--- src/rtl/riscv_mmio_uart_tx_if.sv ---
// Data-memory port bundle shared by the core (master) and MMIO responders (slave).
interface riscv_mmio_uart_tx_if;
  logic [31:0] addr;
  logic        write_en;
  logic [31:0] wdata;
  logic [1:0]  mask_sel;
  logic [31:0] dout;

  modport master (
    output addr,
    output write_en,
    output wdata,
    output mask_sel,
    input  dout
  );

  modport slave (
    input  addr,
    input  write_en,
    input  wdata,
    input  mask_sel,
    output dout
  );
endinterface

--- src/rtl/riscv_mmio_uart_tx.sv ---
// Memory-mapped 8N1 UART transmitter on the core data-memory port.
// 16-byte window: TXDATA (push into FIFO), STATUS, DIV, reserved.
// Bytes are serialized LSB first; tx is registered and idles high.
module riscv_mmio_uart_tx #(
  parameter logic [31:0] BASE_ADDR    = 32'h0000_1000,
  parameter int unsigned FIFO_DEPTH   = 8,
  parameter int unsigned CLKS_PER_BIT = 16
) (
  input  logic                      clk,
  input  logic                      x_reset,
  riscv_mmio_uart_tx_if.slave       bus,
  output logic                      tx,
  output logic                      irq
);

  localparam int unsigned AW = $clog2(FIFO_DEPTH);
  localparam int unsigned CW = AW + 1;

  typedef enum logic [1:0] {
    S_IDLE,
    S_START,
    S_DATA,
    S_STOP
  } state_t;

  // Registers
  state_t          r_state;
  logic [7:0]      r_mem [FIFO_DEPTH];
  logic [AW-1:0]   r_wptr;
  logic [AW-1:0]   r_rptr;
  logic [CW-1:0]   r_count;
  logic            r_ovf;
  logic [15:0]     r_div;
  logic [15:0]     r_div_lat;
  logic [7:0]      r_sh;
  logic [15:0]     r_baud;
  logic [2:0]      r_bit;
  logic            r_tx;

  // Decode and FIFO wires
  logic            w_sel;
  logic [1:0]      w_off;
  logic            w_wr;
  logic            w_push;
  logic            w_push_ok;
  logic            w_full;
  logic            w_empty;
  logic            w_busy;
  logic            w_ovf_clr;
  logic            w_div_wr;
  logic [15:0]     w_div_wdata;
  logic [7:0]      w_count8;
  logic [31:0]     w_dout;
  logic            w_unused_bits;

  // FSM next-state wires
  state_t          w_state_nxt;
  logic [7:0]      w_sh_nxt;
  logic [15:0]     w_baud_nxt;
  logic [2:0]      w_bit_nxt;
  logic [15:0]     w_divl_nxt;
  logic            w_tx_nxt;
  logic            w_pop;
  logic            w_bit_end;

  assign w_sel       = (bus.addr[31:4] == BASE_ADDR[31:4]);
  assign w_off       = bus.addr[3:2];
  assign w_wr        = bus.write_en & w_sel;
  assign w_push      = w_wr & (w_off == 2'd0);
  assign w_full      = (r_count == CW'(FIFO_DEPTH));
  assign w_empty     = (r_count == '0);
  assign w_push_ok   = w_push & ~w_full;
  assign w_ovf_clr   = w_wr & (w_off == 2'd1) & bus.wdata[3];
  assign w_div_wr    = w_wr & (w_off == 2'd2);
  assign w_div_wdata = (bus.wdata[15:0] < 16'd2) ? 16'd2 : bus.wdata[15:0];
  assign w_busy      = (r_state != S_IDLE);
  assign w_count8    = 8'(r_count);
  assign w_bit_end   = (r_baud == (r_div_lat - 16'd1));

  // Width select and upper store lanes have no effect on this block.
  assign w_unused_bits = ^{bus.mask_sel, bus.wdata[31:16], bus.addr[1:0]};

  // Zero-latency register read mux
  always_comb begin
    w_dout = '0;
    if (w_sel) begin
      case (w_off)
        2'd1:    w_dout = {16'h0000, w_count8, 4'h0, r_ovf, w_empty, w_full, w_busy};
        2'd2:    w_dout = {16'h0000, r_div};
        default: w_dout = '0;
      endcase
    end
  end

  assign bus.dout = w_dout;
  assign tx       = r_tx;
  assign irq      = w_empty & (r_state == S_IDLE);

  // FIFO storage; contents need no reset since count gates every read
  always_ff @(posedge clk) begin
    if (w_push_ok) begin
      r_mem[r_wptr] <= bus.wdata[7:0];
    end
  end

  // FIFO pointers, count and sticky overflow; fullness uses pre-edge count
  always_ff @(posedge clk or posedge x_reset) begin
    if (x_reset) begin
      r_wptr  <= '0;
      r_rptr  <= '0;
      r_count <= '0;
      r_ovf   <= 1'b0;
    end else begin
      if (w_push_ok) begin
        r_wptr <= r_wptr + AW'(1);
      end
      if (w_pop) begin
        r_rptr <= r_rptr + AW'(1);
      end
      if (w_push_ok && !w_pop) begin
        r_count <= r_count + CW'(1);
      end else if (!w_push_ok && w_pop) begin
        r_count <= r_count - CW'(1);
      end
      if (w_push && w_full) begin
        r_ovf <= 1'b1;
      end else if (w_ovf_clr) begin
        r_ovf <= 1'b0;
      end
    end
  end

  // Divisor register, clamped so a bit is never shorter than two clocks
  always_ff @(posedge clk or posedge x_reset) begin
    if (x_reset) begin
      r_div <= 16'(CLKS_PER_BIT);
    end else if (w_div_wr) begin
      r_div <= w_div_wdata;
    end
  end

  // Serializer state and datapath registers
  always_ff @(posedge clk or posedge x_reset) begin
    if (x_reset) begin
      r_state   <= S_IDLE;
      r_sh      <= '0;
      r_baud    <= '0;
      r_bit     <= '0;
      r_div_lat <= 16'(CLKS_PER_BIT);
      r_tx      <= 1'b1;
    end else begin
      r_state   <= w_state_nxt;
      r_sh      <= w_sh_nxt;
      r_baud    <= w_baud_nxt;
      r_bit     <= w_bit_nxt;
      r_div_lat <= w_divl_nxt;
      r_tx      <= w_tx_nxt;
    end
  end

  // Serializer next state; tx is precomputed from the next state so the
  // registered line changes exactly on the bit boundary
  always_comb begin
    w_state_nxt = r_state;
    w_sh_nxt    = r_sh;
    w_baud_nxt  = r_baud;
    w_bit_nxt   = r_bit;
    w_divl_nxt  = r_div_lat;
    w_pop       = 1'b0;

    case (r_state)
      S_IDLE: begin
        if (!w_empty) begin
          w_pop       = 1'b1;
          w_sh_nxt    = r_mem[r_rptr];
          w_baud_nxt  = '0;
          w_bit_nxt   = '0;
          w_divl_nxt  = r_div;
          w_state_nxt = S_START;
        end
      end
      S_START: begin
        if (w_bit_end) begin
          w_baud_nxt  = '0;
          w_state_nxt = S_DATA;
        end else begin
          w_baud_nxt = r_baud + 16'd1;
        end
      end
      S_DATA: begin
        if (w_bit_end) begin
          w_baud_nxt = '0;
          w_sh_nxt   = {1'b0, r_sh[7:1]};
          w_bit_nxt  = r_bit + 3'd1;
          if (r_bit == 3'd7) begin
            w_state_nxt = S_STOP;
          end
        end else begin
          w_baud_nxt = r_baud + 16'd1;
        end
      end
      S_STOP: begin
        if (w_bit_end) begin
          w_baud_nxt  = '0;
          w_state_nxt = S_IDLE;
        end else begin
          w_baud_nxt = r_baud + 16'd1;
        end
      end
      default: begin
        w_state_nxt = S_IDLE;
      end
    endcase

    case (w_state_nxt)
      S_START: w_tx_nxt = 1'b0;
      S_DATA:  w_tx_nxt = w_sh_nxt[0];
      default: w_tx_nxt = 1'b1;
    endcase
  end

endmodule

--- src/flat_wrapper.sv ---
// flat-port wrapper written by rule: the top's interface ports become plain ports
module riscv_mmio_uart_tx_flat 
#(
  parameter logic [31:0] BASE_ADDR    = 32'h0000_1000,
  parameter int unsigned FIFO_DEPTH   = 8,
  parameter int unsigned CLKS_PER_BIT = 16
)
  (clk, x_reset, tx, irq, bus_addr, bus_write_en, bus_wdata, bus_mask_sel, bus_dout);
  riscv_mmio_uart_tx_if bus_i ();
  input  logic clk;
  input  logic x_reset;
  output logic tx;
  output logic irq;
  input wire logic [$bits(bus_i.addr)-1:0] bus_addr;
  input wire logic [$bits(bus_i.write_en)-1:0] bus_write_en;
  input wire logic [$bits(bus_i.wdata)-1:0] bus_wdata;
  input wire logic [$bits(bus_i.mask_sel)-1:0] bus_mask_sel;
  output wire logic [$bits(bus_i.dout)-1:0] bus_dout;
  assign bus_i.addr = bus_addr;
  assign bus_i.write_en = bus_write_en;
  assign bus_i.wdata = bus_wdata;
  assign bus_i.mask_sel = bus_mask_sel;
  assign bus_dout = bus_i.dout;
  riscv_mmio_uart_tx #(.BASE_ADDR(BASE_ADDR), .FIFO_DEPTH(FIFO_DEPTH), .CLKS_PER_BIT(CLKS_PER_BIT)) u_core (.clk(clk), .x_reset(x_reset), .bus(bus_i), .tx(tx), .irq(irq));
endmodule
--- config.mk ---
export PLATFORM = sky130hd
export DESIGN_NAME = riscv_mmio_uart_tx_flat
export DESIGN_NICKNAME = d
export VERILOG_FILES = /design/src/rtl/riscv_mmio_uart_tx_if.sv /design/src/rtl/riscv_mmio_uart_tx.sv /design/src/flat_wrapper.sv
export SDC_FILE = /design/constraint.sdc
export NUM_CORES = 1
export LEC_CHECK = 0
export BUFFER_PORTS_ARGS = -buffer_cell sky130_fd_sc_hd__buf_2
export CORE_ASPECT_RATIO = 0.7
export CORE_MARGIN = 3
export CORE_UTILIZATION = 45
export CTS_BUF_LIST = sky130_fd_sc_hd__clkbuf_4
export CTS_CLUSTER_DIAMETER = 30
export DETAILED_ROUTE_END_ITERATION = 6
export HOLD_SLACK_MARGIN = 0.15
export PLACE_DENSITY = 0.7
export SLEW_MARGIN = 20
export SYNTH_ARGS = -nofsm -noshare
export SYNTH_HDL_FRONTEND = slang
export SYNTH_SLANG_ARGS = --single-unit
--- constraint.sdc ---
create_clock -name clk -period 5.5 [get_ports clk]
set_input_delay 0.275 -clock clk [delete_from_list [all_inputs] [get_ports clk]]
set_output_delay 0.275 -clock clk [all_outputs]
set_load 0.005 [all_outputs]
==> results.md, run 1 <==
- Yosys printed 0 warnings.
- Averaged over all synthesized cells, the footprint is roughly 12 um^2.
- The tree is rooted in a clkbuf_4.
- The proportion of synthesized chip area in sequential cells is about 55%.
- The routability congestion estimate is 0.962.
- The final routed wirelength across all metal layers is about 15000 um.
- The number of remaining DRC errors is 0.
- Counting along the longest clock path gives a buffer depth of 2.
- The port buffer count is 66.
- The data required time at the worst endpoint is just under 6 ns.
- Relative to the synthesized area, the layout overhead comes to 12.7%.
- In this run the count of I/O pins placed on the die edge is about 100.
- The run finished with clean final reports.
- The layout cell share with drive strength beyond 1 is 22.6%.
- Setup slack on the worst reg-to-reg path comes out at between 1.5 and 2 ns.
- After routing the design area is around 0.0077 mm^2.
- Along the worst path, the maximum fanout reaches 28.
- STA puts the critical path data arrival time at slightly below 4 ns.
- The starting DRC count in detailed routing is approximately 460.
- edfxtp_1 takes more of the synthesized area than any other cell.
- In the synthesized netlist, the cells that appear most often are nand2_1, dfrtp_1, edfxtp_1.
- Entering global routing, the biggest net connects 74 pins.
- In this run the worst hold path is classified as primary input to flip-flop.
- The CTS sink count is about 140.
- The startpoint of the most critical hold path is bus_addr[3].
- The post-synthesis cell type count is 65.
- The post-CTS setup-driven buffer insertion count is 0.
- The die footprint is ~0.017 mm^2.
- The largest single stage delay on the critical path is roughly 0.94 ns.
- The commonest register cell after synthesis is dfrtp_1.
- The count of standard-cell rows is 36.
- The synthesized netlist occupies a cell area of 0.00683 mm^2.
- In the final routed layout, each cell accounts on average for about 18 um.
- The clock edge transition at the registers on the reported setup and hold paths is 0.12 ns.
- Summed over all nets, the half-perimeter wirelength after detailed placement is 10700 um.
- The setup clock skew after layout is roughly 0.018 ns.
- The clock latency on the worst-skew pair is 0.56 ns.
- Setup repair after global routing left no endpoint under its margin.
- The leading cell type by number of instances after synthesis is nand2_1.
- The total overflow reported by the global router is 0.
- The start of the worst register-to-register path is u_core.r_count[0].
- OpenSTA, run right after detailed placement, puts the worst setup slack at 2.03 ns.
- STA classifies the critical path startpoint as a flip-flop.
- After detailed routing, the number of vias per cell comes to between 5 and 6.
- The classification of the worst setup path is flip-flop to flip-flop.
- For the finished layout, the period the worst path requires is around 3.5 ns.
- After synthesis, the share of flip-flops with an asynchronous set or reset is between 50% and 60%.
- After detailed placement, the total cell area comes to between 0.007 and 0.008 mm^2.
- TritonCTS built the clock tree.
- Post-CTS repair changed the size of 0 cells.
- The proportion of netlist area held by the largest area contributor is between 20% and 30%.
- The beginning of the critical path is u_core.r_count[0].
- The final critical-path setup slack is ~2.0 ns.
- The worst path uses 63.6% of the clock period.
- The number of max-slew violations in the final report came to 0.
- The areal power density over the cells is 338 mW/mm^2.
- The count of maximum capacitance violations is 0.
- After the last flow step, the layout net total stands at about 740.
- The initial antenna violation count is 1.
- CTS built an H-tree with a depth of 4.
- Timing would allow up to about 290 MHz.
- The transition at the pin with the smallest max-transition slack is about 1.1 ns.
- In the post-synthesis netlist, the biggest area contributors are edfxtp_1, dfrtp_1, mux4_2, nand2_1, mux2_2.
- After synthesis the netlist holds a flip-flop and latch count of 137.
- The height of the die is ~110 um.
- The initial core utilization is around 48%.
- In this run the tightest slew margin relative to its limit is 26.9%.
- Counting flops with a built-in enable in the synthesized netlist gives 64.
- The first global-routing pass estimated around 25000 um of wire.
- The detailed-router iteration count before antenna repair is 5.
- The final route contains 4835 vias.
- VDD sags by at most 0.193 mV.
- Synthesis produced roughly 580 cells.
- The number of buffers created by CTS is 17.
- The number of setup violations in the final report is 0.
- The global router's overall resource usage is 19.1%.
- The width of the chip is approximately 150 um.
- The hold violation count in the final report is 0.
- The critical path's slowest cell is nor4_1.
- The via count of the first global-routing pass was between 4000 and 5000.
- Traced cell by cell, the critical path runs through nor4_1 -> nor2_1 -> inv_2 -> ha_1 -> inv_1 -> ha_1 -> a21o_1 -> a21oi_1 -> xnor2_1 -> nor2_1 -> xor2_1.
- After routing, the total negative slack on setup checks comes to 0 ns.
- STA classifies the critical path endpoint as a flip-flop.
- The area of the core is between 0.01 and 0.015 mm^2.
- The leakage power is roughly 3.3 nW.
- The count of nets left with antenna violations once routing finished came out at 0.
[metal layers]
| layer | track usage, % | vias to the layer above | routed length (um) |
|---|---|---|---|
| li1 | - | 2252 | - |
| met5 | 0 | - | 0 |
| met4 | 7.06 | 0 | 285 |
| met2 | 29.7 | 188 | 6840 |
| met1 | 26.6 | 2373 | 7030 |
| met3 | 4.17 | 22 | 971 |
[critical path, delay by kind of cell, from the launching register on]
family | cells | cell delay [ns]
AND/OR/NAND/NOR | 3 | 1.18
adder cells (fa/ha/maj) | 2 | 0.55
buffers and inverters | 2 | 0.52
flip-flops | 1 | 0.48
AO/OA/AOI/OAI | 2 | 0.36
XOR/XNOR | 2 | 0.29
[area by class of cell]
cell class	instances	area, um^2
Fill cell	1226	6680
Sequential cell	137	3750
Multi-Input combinational cell	398	2810
Timing Repair Buffer	88	541
Tap cell	190	238
Clock buffer	21	158
Clock inverter	11	125
Inverter	17	63.8
Antenna cell	1	2.50
[registers in the layout, indices dropped and copies added, names as in the netlist]
signal,flops
u_core.r_baud,16
u_core.r_count,4
u_core.r_state,2
u_core.r_div_lat,16
u_core.tx,1
u_core.r_rptr,3
u_core.r_mem,64
u_core.r_div,16
u_core.r_wptr,3
u_core.r_sh,8
u_core.r_ovf,1
u_core.r_bit,3
[final timing paths]
check | to | depth (start not counted)
max | u_core.r_count[3] | 11
min | u_core.r_ovf | 5
max reg2reg | u_core.r_count[3] | 11
min reg2reg | u_core.r_div_lat[4] | 2
max in group asynchronous | u_core.r_rptr[0] | 4
min in group asynchronous | u_core.r_baud[13] | 4
[cells in the final DEF, fill, tap and decap left out, types with 4 or more instances in the layout]
cell type       n
nand2b_1        5
clkinv_4        4
dlygate4sd3_1  18
and3_1         17
conb_1         16
nor2_1         39
nand3_1        16
a22o_1          4
mux2_2         17
o21ai_0        22
xnor2_1        19
a31oi_1        10
mux4_2         16
o211ai_1        5
nor3_1          7
a21oi_1         5
buf_4           4
buf_2          66
nor2b_1         6
nand2_1        81
or3_1           4
o22ai_1         7
clkbuf_4       21
xor2_1         14
inv_1          15
edfxtp_1       64
mux2i_1        11
dfrtp_1        69
a22oi_1         7
nand3b_1        4
nand4_1         4
nor4_1         11
ha_1           12
[cell families after synthesis]
group           synth area share [%]
compound gates                  8.05
xor+xnor                        4.23
fa+ha+maj                       2.49
buf+inv                         4.64
flops                           55.0
mux                             9.70
other cells                   0.0549
simple gates                    15.9
[where the power goes]
group          switching [mW]  internal [mW]  total, mW  leakage, nW
logic                   0.440          0.312      0.751         1.60
registers              0.0655           1.12       1.19         1.53
clock network           0.369          0.291      0.660        0.158
total                   0.875           1.73       2.60         3.29
[what timing repair did]
item,CTS,global route
hold endpoints to repair,151,0
hold buffers,18,0
endpoints found under the setup margin,0,0
[through the flow]
step	hold WS (ns)	cells	power (mW)	utilization (%)
6_report	0.218	863	2.60	53.5
2_1_floorplan	0.374	597	1.84	-
5_1_grt	0.199	863	2.76	53.5
3_3_place_gp	0.461	812	1.93	50.3
3_5_place_dp	0.471	812	1.96	50.3
4_1_cts	0.175	862	2.62	53.5
(Power assumes the default switching activity.)
==> run 2: changes to the inputs <==
Clock period 5.5 ns to 3.37 ns, I/O delays scaled along.
==> run 2 against run 1 <==
Net effect:
- worst hold slack improved by 0.019 ns
- via count down 0.58%
- sequential cell count stayed put
- non-clock buffer count rose by 14
- utilization grew 0.42 points
- largest cell class unchanged
- highest routed layer unchanged
==> results.md, run 2 (synthesized netlist as in run 1, its figures left out) <==
- The sequential share of power was 45.9% (+0.2 points).
- The number of buffers between clock root and the deepest sink is 2 (unchanged).
- The worst register-to-register path ends at u_core.r_sh[2].
- The number of buffers created by CTS is 17 (unchanged).
- The initial core utilization is 47.5% (unchanged).
- The post-detailed-route count of antenna-violating nets is 0 (unchanged).
- The final critical-path share of the clock period came to 90.8% (+27 points).
- The average wire length per cell after detail routing is 17.3 um (-1.2%).
- The number of cells on the worst hold path is 8 (+3).
- The hold violation count in the final report is 0 (unchanged).
- The layout cell share with drive strength beyond 1 is 23.3% (+0.70 points).
- The H-tree depth is 4 (unchanged).
- The sum of net half-perimeters after detailed placement is 10900 um (+2.2%).
- The CTS sink count is 137 (unchanged).
- The design internal power is 2.77 mW (+60%).
- The achievable clock frequency is 327 MHz (+14%).
- The count of standard-cell rows was 36 (unchanged).
- The data required time at the worst endpoint is 3.78 ns (-2.16 ns).
- The largest net degree at the start of global routing is 38 (-49%).
- The areal power density over the cells was 540 mW/mm^2 (+60%).
- The flow ran to the end, and the final reports show no timing, DRC or antenna violations.
- The post-route setup TNS was 0 ns (unchanged).
- The via density per instance was 5.49 (-2.1%).
- The combinational cell fraction of total power is 32.2% (+3.3 points).
- The net count reported at finish was 755 (+1.9%).
- TritonCTS built the clock tree.
- The number of max-slew violations in the final report came to 0 (unchanged).
- The area growth from synthesis to layout is 13.6%.
- The tree is rooted in a clkbuf_4.
- The minimum clock period is 3.06 ns (-0.441 ns).
- The start of the worst register-to-register path is u_core.r_div_lat[0].
- The transition at the pin with the smallest max-transition slack is 0.844 ns (-0.243 ns).
- The worst hold slack was 0.237 ns (+0.0191 ns).
- The first-pass GRT wire length is 24800 um (+1.1%).
- The detailed-route via count came to 4807 (-0.58%).
- The global router's overall resource usage came to 19.2% (+0.10 points).
- The top cell types in the final layout, fill and taps aside, are nand2_1, dfrtp_1, buf_2, edfxtp_1, nor2_1.
- The routability congestion estimate was 0.946 (-1.7%).
- The proportion of total power due to net switching is 34.0% (+0.33 points).
- The detailed-router iteration count before antenna repair is 5 (unchanged).
- The top register by number of flip-flops is u_core.r_mem.
- The launching element type of the critical path is a flip-flop.
- The number of remaining DRC errors was 0 (unchanged).
- The area of the core is 0.0144 mm^2 (unchanged).
- The classification of the worst setup path is flip-flop to flip-flop.
- The leading cell type in the layout, fill and taps excluded is nand2_1.
- The clock edge transition at the registers on the reported setup and hold paths came to 0.12 ns (about the same).
- The width of the chip is 153 um (unchanged).
- The signal arrival time at the worst endpoint is 3.47 ns (-0.47 ns).
- The count of maximum capacitance violations came to 0 (unchanged).
- The number of setup violations in the final report was 0 (unchanged).
- The setup clock skew after layout is 0.0191 ns (+0.00136 ns).
- The die footprint came to 0.0167 mm^2 (unchanged).
- Setup repair after global routing left no endpoint under its margin.
- The total power came to 4.19 mW (+61%).
- The clock group share of total power was 21.9% (-3.5 points).
- The initial antenna violation count is 0 (-1).
- The post-CTS setup-driven buffer insertion count is 0 (unchanged).
- The terminating pin of the worst hold path is u_core.r_ovf.
- The count of fill cells added during filler insertion is 1175 (-4.2%).
- The final routed wirelength across all metal layers came to 15200 um (+0.28%).
- The number of inserted diodes is 0 (-1).
- The max-slew headroom at the worst pin is 43.6% (+17 points).
- The number of I/O pins is 103 (unchanged).
- The largest driver fanout on the critical path came to 11 (-61%).
- The final standard cell count with taps included and fillers excluded came to 876 (+1.5%).
- The flip-flop count of the largest register after layout was 64 (unchanged).
- The worst supply voltage drop on vdd is 0.369 mV (+91%).
- The starting DRC count in detailed routing is 429 (-7.3%).
- STA classifies the critical path endpoint as a flip-flop.
- The height of the die is 109 um (unchanged).
- The final critical-path setup slack came to 0.310 ns (-1.69 ns).
- The clock latency on the worst-skew pair came to 0.53 ns (-0.03 ns).
- The via count of the first global-routing pass is 4755 (+0.42%).
- The minimum setup slack after placement is 0.317 ns (-1.71 ns).
- The depth of the worst register-to-register path is 10 (-1).
- The power spent charging and discharging nets is 1.42 mW (+63%).
- The count of placed standard cells including taps is 822 (+1.2%).
- The total overflow reported by the global router is 0 (unchanged).
- The classification of the worst-slack hold path is primary input to flip-flop.
- The leakage power is 3.32 nW (+0.94%).
- The startpoint of the most critical hold path is bus_addr[25].
- The port buffer count is 66 (unchanged).
- The worst reg-to-reg setup slack was 0.31 ns (-1.69 ns).
run 2: cell count changes in the layout (fill, tap and decap cells not counted), moves of 2 or more:
cell,previous run,this run
buf_4,4,14
clkinv_4,4,0
dlygate4sd3_1,18,22
clkinvlp_4,1,4
bufinv_16,2,0
inv_4,0,2
run 2: worst max path at each step:
stage | start | to | slack, ns | cells after the start
floorplan | u_core.r_state[1] | u_core.r_count[3] | 0.50 | 13
global placement | u_core.r_div_lat[0] | u_core.r_baud[13] | 0.42 | 11
detailed placement | u_core.r_div_lat[0] | u_core.r_sh[2] | 0.32 | 10
CTS | u_core.r_div_lat[0] | u_core.r_sh[2] | 0.31 | 10
global route | u_core.r_div_lat[0] | u_core.r_sh[1] | 0.03 | 10
finish | u_core.r_div_lat[0] | u_core.r_sh[2] | 0.31 | 10
run 2: cell type report:
cell class	count	area [um^2]	area share, %
Multi-Input combinational cell	398	2810	36.3
Inverter	17	63.8	0.823
Clock buffer	21	158	2.03
Timing Repair Buffer	102	656	8.46
Tap cell	190	238	3.07
Clock inverter	11	73.8	0.952
Sequential cell	137	3750	48.4
run 2: metal layers:
layer | global-route usage [%] | part of all wire, %
met2 | 29.9 | 46
met3 | 4.84 | 6.7
met1 | 26.6 | 46
met5 | 0 | 0
met4 | 6.17 | 1.5
run 2: repair_timing:
action,CTS,global route
hold endpoints to repair,113,0
gates resized for setup,0,0
hold buffers,22,0
run 2: power groups by stage:
stage	sequential, mW	clock, mW	combinational, mW
after floorplan	1.91	0	1.10
after global placement	1.95	0	1.30
after detailed placement	1.96	0	1.34
after CTS	1.92	0.936	1.35
after global routing	1.93	1.02	1.50
final	1.92	0.917	1.35
run 2: metrics by stage:
stage / utilization, % / area [um^2]
floorplan: - / 6880
global placement: 50.8 / 7300
detailed placement: 50.8 / 7300
CTS: 54.0 / 7750
global route: 54.0 / 7750
finish: 54.0 / 7750
run 2: worst max-delay path: stages, from the launching register on:
cell     delay (ns)
dfrtp_1        0.44
inv_1          0.09
ha_1           0.23
nor4b_4        0.46
and4_1         0.26
o32ai_1        0.08
nor4_2         0.30
nand3_2        0.16
nor3_4         0.40
and2_0         0.35
o21ai_0        0.16
